==> src/rtl/gvp_pkg.sv <==
// Shared constants, FSM state type and helpers for the GVP store packer.
package gvp_pkg;

    localparam logic [15:0] FRAME_MARKER_DEF = 16'hA5C3;
    localparam logic [1:0]  FT_DATA          = 2'd1;
    localparam logic [1:0]  FT_HDR           = 2'd2;
    localparam int unsigned HDR_LEN          = 9;

    typedef enum logic [1:0] {
        ST_IDLE,
        ST_W0,
        ST_BODY
    } gvp_state_e;

    function automatic logic [4:0] popcount16(input logic [15:0] m);
        logic [4:0] c;
        c = '0;
        for (int unsigned i = 0; i < 16; i++) begin
            c = c + 5'(m[i]);
        end
        return c;
    endfunction

endpackage

==> src/rtl/gvp_mask_scan.sv <==
// Walks a captured source mask lowest-bit first, clearing one bit per advance.
module gvp_mask_scan (
    input  logic        a_clk,
    input  logic        a_resetn,
    input  logic        load,
    input  logic [15:0] load_mask,
    input  logic        advance,
    output logic [3:0]  sel_idx,
    output logic        done,
    output logic        last
);

    logic [15:0] mask_q;
    logic        found;

    always_comb begin
        sel_idx = '0;
        found   = 1'b0;
        for (int unsigned i = 0; i < 16; i++) begin
            if (mask_q[i] && !found) begin
                sel_idx = 4'(i);
                found   = 1'b1;
            end
        end
    end

    assign done = (mask_q == '0);
    // exactly one bit left: the word about to be emitted is the final one
    assign last = !done && ((mask_q & (mask_q - 16'd1)) == '0);

    always_ff @(posedge a_clk or negedge a_resetn) begin
        if (!a_resetn) begin
            mask_q <= '0;
        end else if (load) begin
            mask_q <= load_mask;
        end else if (advance && !done) begin
            mask_q <= mask_q & (mask_q - 16'd1);
        end
    end

endmodule

==> src/rtl/gvp_store_packer.sv <==
// Snapshots GVP state on a store trigger and emits it as one framed AXI-Stream packet.
module gvp_store_packer
    import gvp_pkg::*;
#(
    parameter int unsigned NUM_SRC      = 16,
    parameter int unsigned SRC_MASK_LSB = 16,
    parameter logic [15:0] FRAME_MARKER = FRAME_MARKER_DEF
) (
    input  logic                   a_clk,
    input  logic                   a_resetn,
    input  logic                   enable,
    input  logic [1:0]             store_data,
    input  logic [31:0]            index,
    input  logic [31:0]            options,
    input  logic [47:0]            gvp_time,
    input  logic [31:0]            gvp_x,
    input  logic [31:0]            gvp_y,
    input  logic [31:0]            gvp_z,
    input  logic [31:0]            gvp_u,
    input  logic [NUM_SRC*32-1:0]  src_data,
    output logic [31:0]            M_AXIS_tdata,
    output logic                   M_AXIS_tvalid,
    input  logic                   M_AXIS_tready,
    output logic                   M_AXIS_tlast,
    output logic                   busy,
    output logic [15:0]            overrun_count
);

    localparam int unsigned SRC_W = 16 * 32;

    gvp_state_e state_q, state_d;

    logic [1:0]       store_q;
    logic [31:0]      index_q;
    logic             trig, hs, capture, drop;
    logic             scan_adv, scan_done, scan_last;
    logic [3:0]       sel_idx, word_q, word_d, word_nx;
    logic [31:0]      tdata_d, w0_word;
    logic             tvalid_d, tlast_d;
    logic [15:0]      mask_in;
    logic [SRC_W-1:0] src_ext;

    logic [1:0]  snap_type;
    logic [31:0] snap_index, snap_options, snap_x, snap_y, snap_z, snap_u;
    logic [47:0] snap_time;
    logic [31:0] snap_src [16];

    assign mask_in = 16'(options[SRC_MASK_LSB +: NUM_SRC]);
    assign src_ext = SRC_W'(src_data);
    assign hs      = M_AXIS_tvalid && M_AXIS_tready;
    assign word_nx = word_q + 4'd1;
    assign busy    = (state_q != ST_IDLE);

    // store_data is a level from the core; a repeated point shows up only as an index change
    assign trig = enable && (store_data == FT_DATA || store_data == FT_HDR)
                  && (store_data != store_q || index != index_q);

    always_comb begin
        if (store_data == FT_HDR) begin
            w0_word = {FRAME_MARKER, 8'(HDR_LEN), 8'(FT_HDR)};
        end else begin
            w0_word = {FRAME_MARKER, 8'(popcount16(mask_in)) + 8'd2, 8'(FT_DATA)};
        end
    end

    gvp_mask_scan u_scan (
        .a_clk     (a_clk),
        .a_resetn  (a_resetn),
        .load      (capture),
        .load_mask ((store_data == FT_DATA) ? mask_in : 16'd0),
        .advance   (scan_adv),
        .sel_idx   (sel_idx),
        .done      (scan_done),
        .last      (scan_last)
    );

    always_comb begin
        state_d  = state_q;
        tdata_d  = M_AXIS_tdata;
        tvalid_d = M_AXIS_tvalid;
        tlast_d  = M_AXIS_tlast;
        word_d   = word_q;
        scan_adv = 1'b0;
        capture  = 1'b0;
        case (state_q)
            ST_IDLE: capture = trig;
            ST_W0: begin
                if (hs) begin
                    state_d = ST_BODY;
                    word_d  = 4'd1;
                    if (snap_type == FT_HDR) begin
                        tdata_d = snap_index;
                        tlast_d = 1'b0;
                    end else begin
                        tdata_d = snap_time[31:0];
                        tlast_d = scan_done;
                    end
                end
            end
            ST_BODY: begin
                if (hs) begin
                    if (M_AXIS_tlast) begin
                        // a trigger landing on the final handshake starts the next frame with no gap
                        capture  = trig;
                        state_d  = ST_IDLE;
                        tvalid_d = 1'b0;
                        tlast_d  = 1'b0;
                        tdata_d  = '0;
                    end else if (snap_type == FT_HDR) begin
                        word_d  = word_nx;
                        tlast_d = (word_nx == 4'(HDR_LEN - 1));
                        case (word_nx)
                            4'd2:    tdata_d = snap_options;
                            4'd3:    tdata_d = {16'd0, snap_time[47:32]};
                            4'd4:    tdata_d = snap_time[31:0];
                            4'd5:    tdata_d = snap_x;
                            4'd6:    tdata_d = snap_y;
                            4'd7:    tdata_d = snap_z;
                            default: tdata_d = snap_u;
                        endcase
                    end else begin
                        tdata_d  = snap_src[sel_idx];
                        tlast_d  = scan_last;
                        scan_adv = 1'b1;
                    end
                end
            end
            default: state_d = ST_IDLE;
        endcase
        if (capture) begin
            state_d  = ST_W0;
            tdata_d  = w0_word;
            tvalid_d = 1'b1;
            tlast_d  = 1'b0;
            word_d   = '0;
        end
    end

    assign drop = trig && !capture;

    always_ff @(posedge a_clk or negedge a_resetn) begin
        if (!a_resetn) begin
            state_q       <= ST_IDLE;
            store_q       <= '0;
            index_q       <= '0;
            word_q        <= '0;
            M_AXIS_tdata  <= '0;
            M_AXIS_tvalid <= 1'b0;
            M_AXIS_tlast  <= 1'b0;
            overrun_count <= '0;
        end else begin
            state_q       <= state_d;
            store_q       <= store_data;
            index_q       <= index;
            word_q        <= word_d;
            M_AXIS_tdata  <= tdata_d;
            M_AXIS_tvalid <= tvalid_d;
            M_AXIS_tlast  <= tlast_d;
            if (drop && overrun_count != '1) begin
                overrun_count <= overrun_count + 16'd1;
            end
        end
    end

    always_ff @(posedge a_clk or negedge a_resetn) begin
        if (!a_resetn) begin
            snap_type    <= '0;
            snap_index   <= '0;
            snap_options <= '0;
            snap_time    <= '0;
            snap_x       <= '0;
            snap_y       <= '0;
            snap_z       <= '0;
            snap_u       <= '0;
            for (int unsigned k = 0; k < 16; k++) begin
                snap_src[k] <= '0;
            end
        end else if (capture) begin
            snap_type    <= store_data;
            snap_index   <= index;
            snap_options <= options;
            snap_time    <= gvp_time;
            snap_x       <= gvp_x;
            snap_y       <= gvp_y;
            snap_z       <= gvp_z;
            snap_u       <= gvp_u;
            for (int unsigned k = 0; k < 16; k++) begin
                snap_src[k] <= src_ext[k*32 +: 32];
            end
        end
    end

endmodule

==> config.mk <==
export PLATFORM = sky130hd
export DESIGN_NAME = gvp_store_packer
export DESIGN_NICKNAME = d
export VERILOG_FILES = /design/src/rtl/gvp_pkg.sv /design/src/rtl/gvp_mask_scan.sv /design/src/rtl/gvp_store_packer.sv
export SDC_FILE = /design/constraint.sdc
export NUM_CORES = 2
export LEC_CHECK = 0
export BUFFER_PORTS_ARGS = -buffer_cell sky130_fd_sc_hd__buf_2
export CAP_MARGIN = 10
export CORE_MARGIN = 2
export CORE_UTILIZATION = 39
export DETAILED_ROUTE_END_ITERATION = 12
export MAX_ROUTING_LAYER = met4
export PLACE_DENSITY_LB_ADDON = 0.2
export RECOVER_POWER = 50
export SLEW_MARGIN = 20
export SYNTH_ARGS = -nofsm -noshare
export SYNTH_HDL_FRONTEND = slang
export SYNTH_HIERARCHICAL = 1
export SYNTH_SLANG_ARGS = --single-unit
==> constraint.sdc <==
create_clock -name a_clk -period 7.41 [get_ports a_clk]
set_input_delay 0 -clock a_clk [delete_from_list [all_inputs] [get_ports a_clk]]
set_output_delay 0 -clock a_clk [all_outputs]
set_load 0.05 [all_outputs]
==> out/qor.csv <==
metric,value,unit
crit_type,input pin to asynchronous set/reset pin,
worst_pin_slew,4.329,ns
r2r_slack,2.48,ns
clock-sinks,860,
boundaryPins,809,
cts_buffer_depth,3,
use_met2,47.22,%
power_switching,9.788,mW
synth_area,39840,sq um
reg2reg_from,u_scan/mask_q[6],
peakVddDrop,0.0005682,V
grt_pass1_vias,38240,
coreArea,101600,sq um
synth_top_area_share,54.02,%
start_util,39.22,%
netlist_instances,4231,
synth_cell_types,79,
finalSetupViolCount,0,
cp_slowest_cell,clkbuf_2,
report.final.slew_viol_count,687,
seqPwrFrac,34.3,%
p_clk_share,20.5,%
p_int,14.36,mW
maxCapViolCount,6,
worst_path_most_repeated_cell,clkbuf_1,
clockRootBuffer,clkbuf_16,
die_h,323.6,um
yosysTopAreaCell,dfrtp_1,
dieWidth,323.6,um
yosys-top-cells-area,"dfrtp_1, nand2_1, mux4_2",
wire_per_inst,23.11,um
busiest_layer,met2,
synth_fp_nets,5012,
crit_family,buffers and inverters,
cts_tree,built,
dp_hpwl,111000,um
crit_buf_inv,4,
fmax,185.9,MHz
violations,"max-capacitance violations, max-slew violations",
post_cts_buffers,0,
dieArea,104700,sq um
synthTopCellsByCount,"nand2_1, dfrtp_1, buf_2",
max_stage_delay,2.35,ns
ys_seq_elements,860,
fin_crit,5.380,ns
finalPower,24.15,mW
ff2ff_path_depth,12,
endpoint,snap_src[443],
fin_worst_skew,0.03114,ns
synth_flop_cell,dfrtp_1,
grt_usage,32.20,%
grt_max_degree,226,
clk_latency,0.69,ns
outcome,finished with violations,
antenna_found_initial,39,
syn_avg_cell_area,9.417,sq um
cts-resized-gates,0,
crit_chain,"dlygate4sd3_1, clkbuf_1, clkbuf_1, clkbuf_2",
ys_warn_count,6,
route.antenna.remaining_nets,0,
leakagePower,27.59,nW
grt_pass1_wl,242300,um
cp.depth,4,
final-hold-violation-count,0,
grt-ovfl-total,0,
fill_cells,8848,
htree_levels,3,
clk_pin_slew,0.06,ns
fin_crit_sh,72.61,%
final_nets,6473,
rsz0062_at_grt,no,
grt_use_met3,6.812,%
portBuffers,808,
p_per_area,431.9,nW/um^2
postPlaceCellArea,44860,sq um
pre_cts_ws,2.440,ns
route.detailed.drc,0,
synth.most_common_cell,nand2_1,
gp_congestion,0.9215,
reg2reg_to,M_AXIS_tdata[6],
power_frac_comb,45.2,%
synth_edf_count,0,
crit_start,a_resetn,
area_delta_synth_final,40.32,%
fin_setup_tns,0,ns
hp-class,input pin to flip-flop,
worst-path-max-fanout,125,
viasPerCell,5.233,
wl,166000,um
setup_slack,2.030,ns
worst_setup_path_start_kind,input pin,
crit_path_end_kind,asynchronous set/reset pin,
cts_buffers,97,
drive_gt1_share,19.70,%
max-slew-margin-rel,-188.6,%
drt_iter0_drc,3692,
worst_ep_arrival_time,5.46,ns
yosysSeqAreaShare,54.02,%
postSynth.asyncResetShare,100.0,%
row_count,117,
p_sw_share,40.54,%
drt_first_pass_iters,7,
crit_required,7.49,ns
num_vias,37580,
fin_area,55900,sq um
use_met1,41.96,%
[logic make-up after synthesis]
logic type	count (synthesis)	synth area share [%]
muxes	212	10.12
adders and majority gates	25	0.9829
DFF	860	54.02
AOI/OAI and AO/OA	360	6.337
and+or+nand+nor	2415	23.73
buffers and inverters	306	3.649
xor gates and xnor gates	53	1.165
[worst register-to-register path: stages, from the launching register on]
cell,delay (ns)
dfrtp_1,0.45
nor4_1,0.80
nor4b_2,0.51
o21ai_1,0.21
a21oi_4,0.26
buf_4,0.48
buf_4,0.53
mux4_2,0.59
mux4_2,0.54
nand2_1,0.14
o211ai_1,0.10
o211ai_1,0.12
a31oi_1,0.06
[metal layers]
metal | share of wire, % | up-vias
li1 | - | 16870
met1 | 42 | 18440
met2 | 45 | 1750
met3 | 7.5 | 523
met4 | 6.0 | 0
met5 | 0 | -
[state kept, by name, summed over array words and instances (netlist names)]
| name | flops |
|---|---|
| state_q | 2 |
| snap_u | 32 |
| M_AXIS_tdata | 32 |
| overrun_count | 16 |
| index_q | 32 |
| snap_options | 32 |
| snap_y | 32 |
| M_AXIS_tlast | 1 |
| snap_x | 32 |
| snap_src | 512 |
| word_q | 4 |
| snap_type | 2 |
| M_AXIS_tvalid | 1 |
| snap_z | 32 |
| snap_time | 48 |
| store_q | 2 |
| u_scan/mask_q | 16 |
| snap_index | 32 |
[through the flow]
step / cells / hold slack (ns) / utilization (%)
floorplan: 4231 / -0.2956 / -
global placement: 6176 / 0.06733 / 44.16
detailed placement: 6176 / 0.08032 / 44.16
CTS: 7133 / 0.0006404 / 55.08
global route: 7167 / 0.02973 / 54.99
finish: 7181 / 0.04139 / 55.03
[repair_timing]
item / 4_1_cts / 5_1_grt
hold buffers: 784 / 0
endpoints found under the setup margin: 0 / 0
endpoints found under the hold margin: 895 / 0
[how the worst min path moves through the flow]
| stage | start | endpoint | slack, ns | depth (start not counted) |
|---|---|---|---|---|
| floorplan | a_resetn | M_AXIS_tdata[0] | -0.30 | 0 |
| global route | gvp_z[21] | snap_z[21] | 0.03 | 4 |
| detailed placement | a_resetn | snap_z[12] | 0.08 | 1 |
| global placement | a_resetn | snap_options[11] | 0.07 | 1 |
| finish | src_data[399] | snap_src[111] | 0.04 | 4 |
| CTS | enable | overrun_count[12] | 0.0006 | 6 |
[layout make-up]
class                           instances  area, sq um  share of cell area (%)
Sequential cell                       860        21520                   38.50
Clock inverter                         28        390.4                  0.6983
Timing Repair Buffer                 1637        12220                   21.86
Multi-Input combinational cell       3065        16980                   30.37
Clock buffer                          145         2840                   5.080
Tap cell                             1368         1712                   3.062
Inverter                               31        123.9                  0.2216
Antenna cell                           47        117.6                  0.2104
[power by group through the flow]
| stage | sequential [mW] | clock, mW | combinational, mW |
|---|---|---|---|
| floorplan | 7.93 | 0 | 7.13 |
| detailed placement | 8.26 | 0 | 10.5 |
| CTS | 8.21 | 5.02 | 10.9 |
| finish | 8.27 | 4.95 | 10.9 |
| global route | 8.47 | 5.23 | 11.8 |
| global placement | 8.26 | 0 | 10.4 |
[cell usage in the layout, fill, tap and decap left out, types with 14 or more instances in the layout]
master and n:
nand2_1 2225, dfrtp_1 860, dlygate4sd3_1 783, buf_2 723, mux4_2 149, clkbuf_1 114
clkbuf_16 99, a21oi_1 98, diode_2 47, nor2_1 37, mux2_2 37, o21ai_0 36
a31oi_1 33, buf_4 31, xor2_1 30, inv_1 30, a22oi_1 30, mux2i_1 24
nor3_1 24, xnor2_1 23, nand3_1 21, and2_1 21, a222oi_1 19, clkbuf_8 19
nor2b_1 18, a22o_1 15, o211ai_1 15, a221o_1 14
Note: power is estimated with default switching activity, not from simulation.
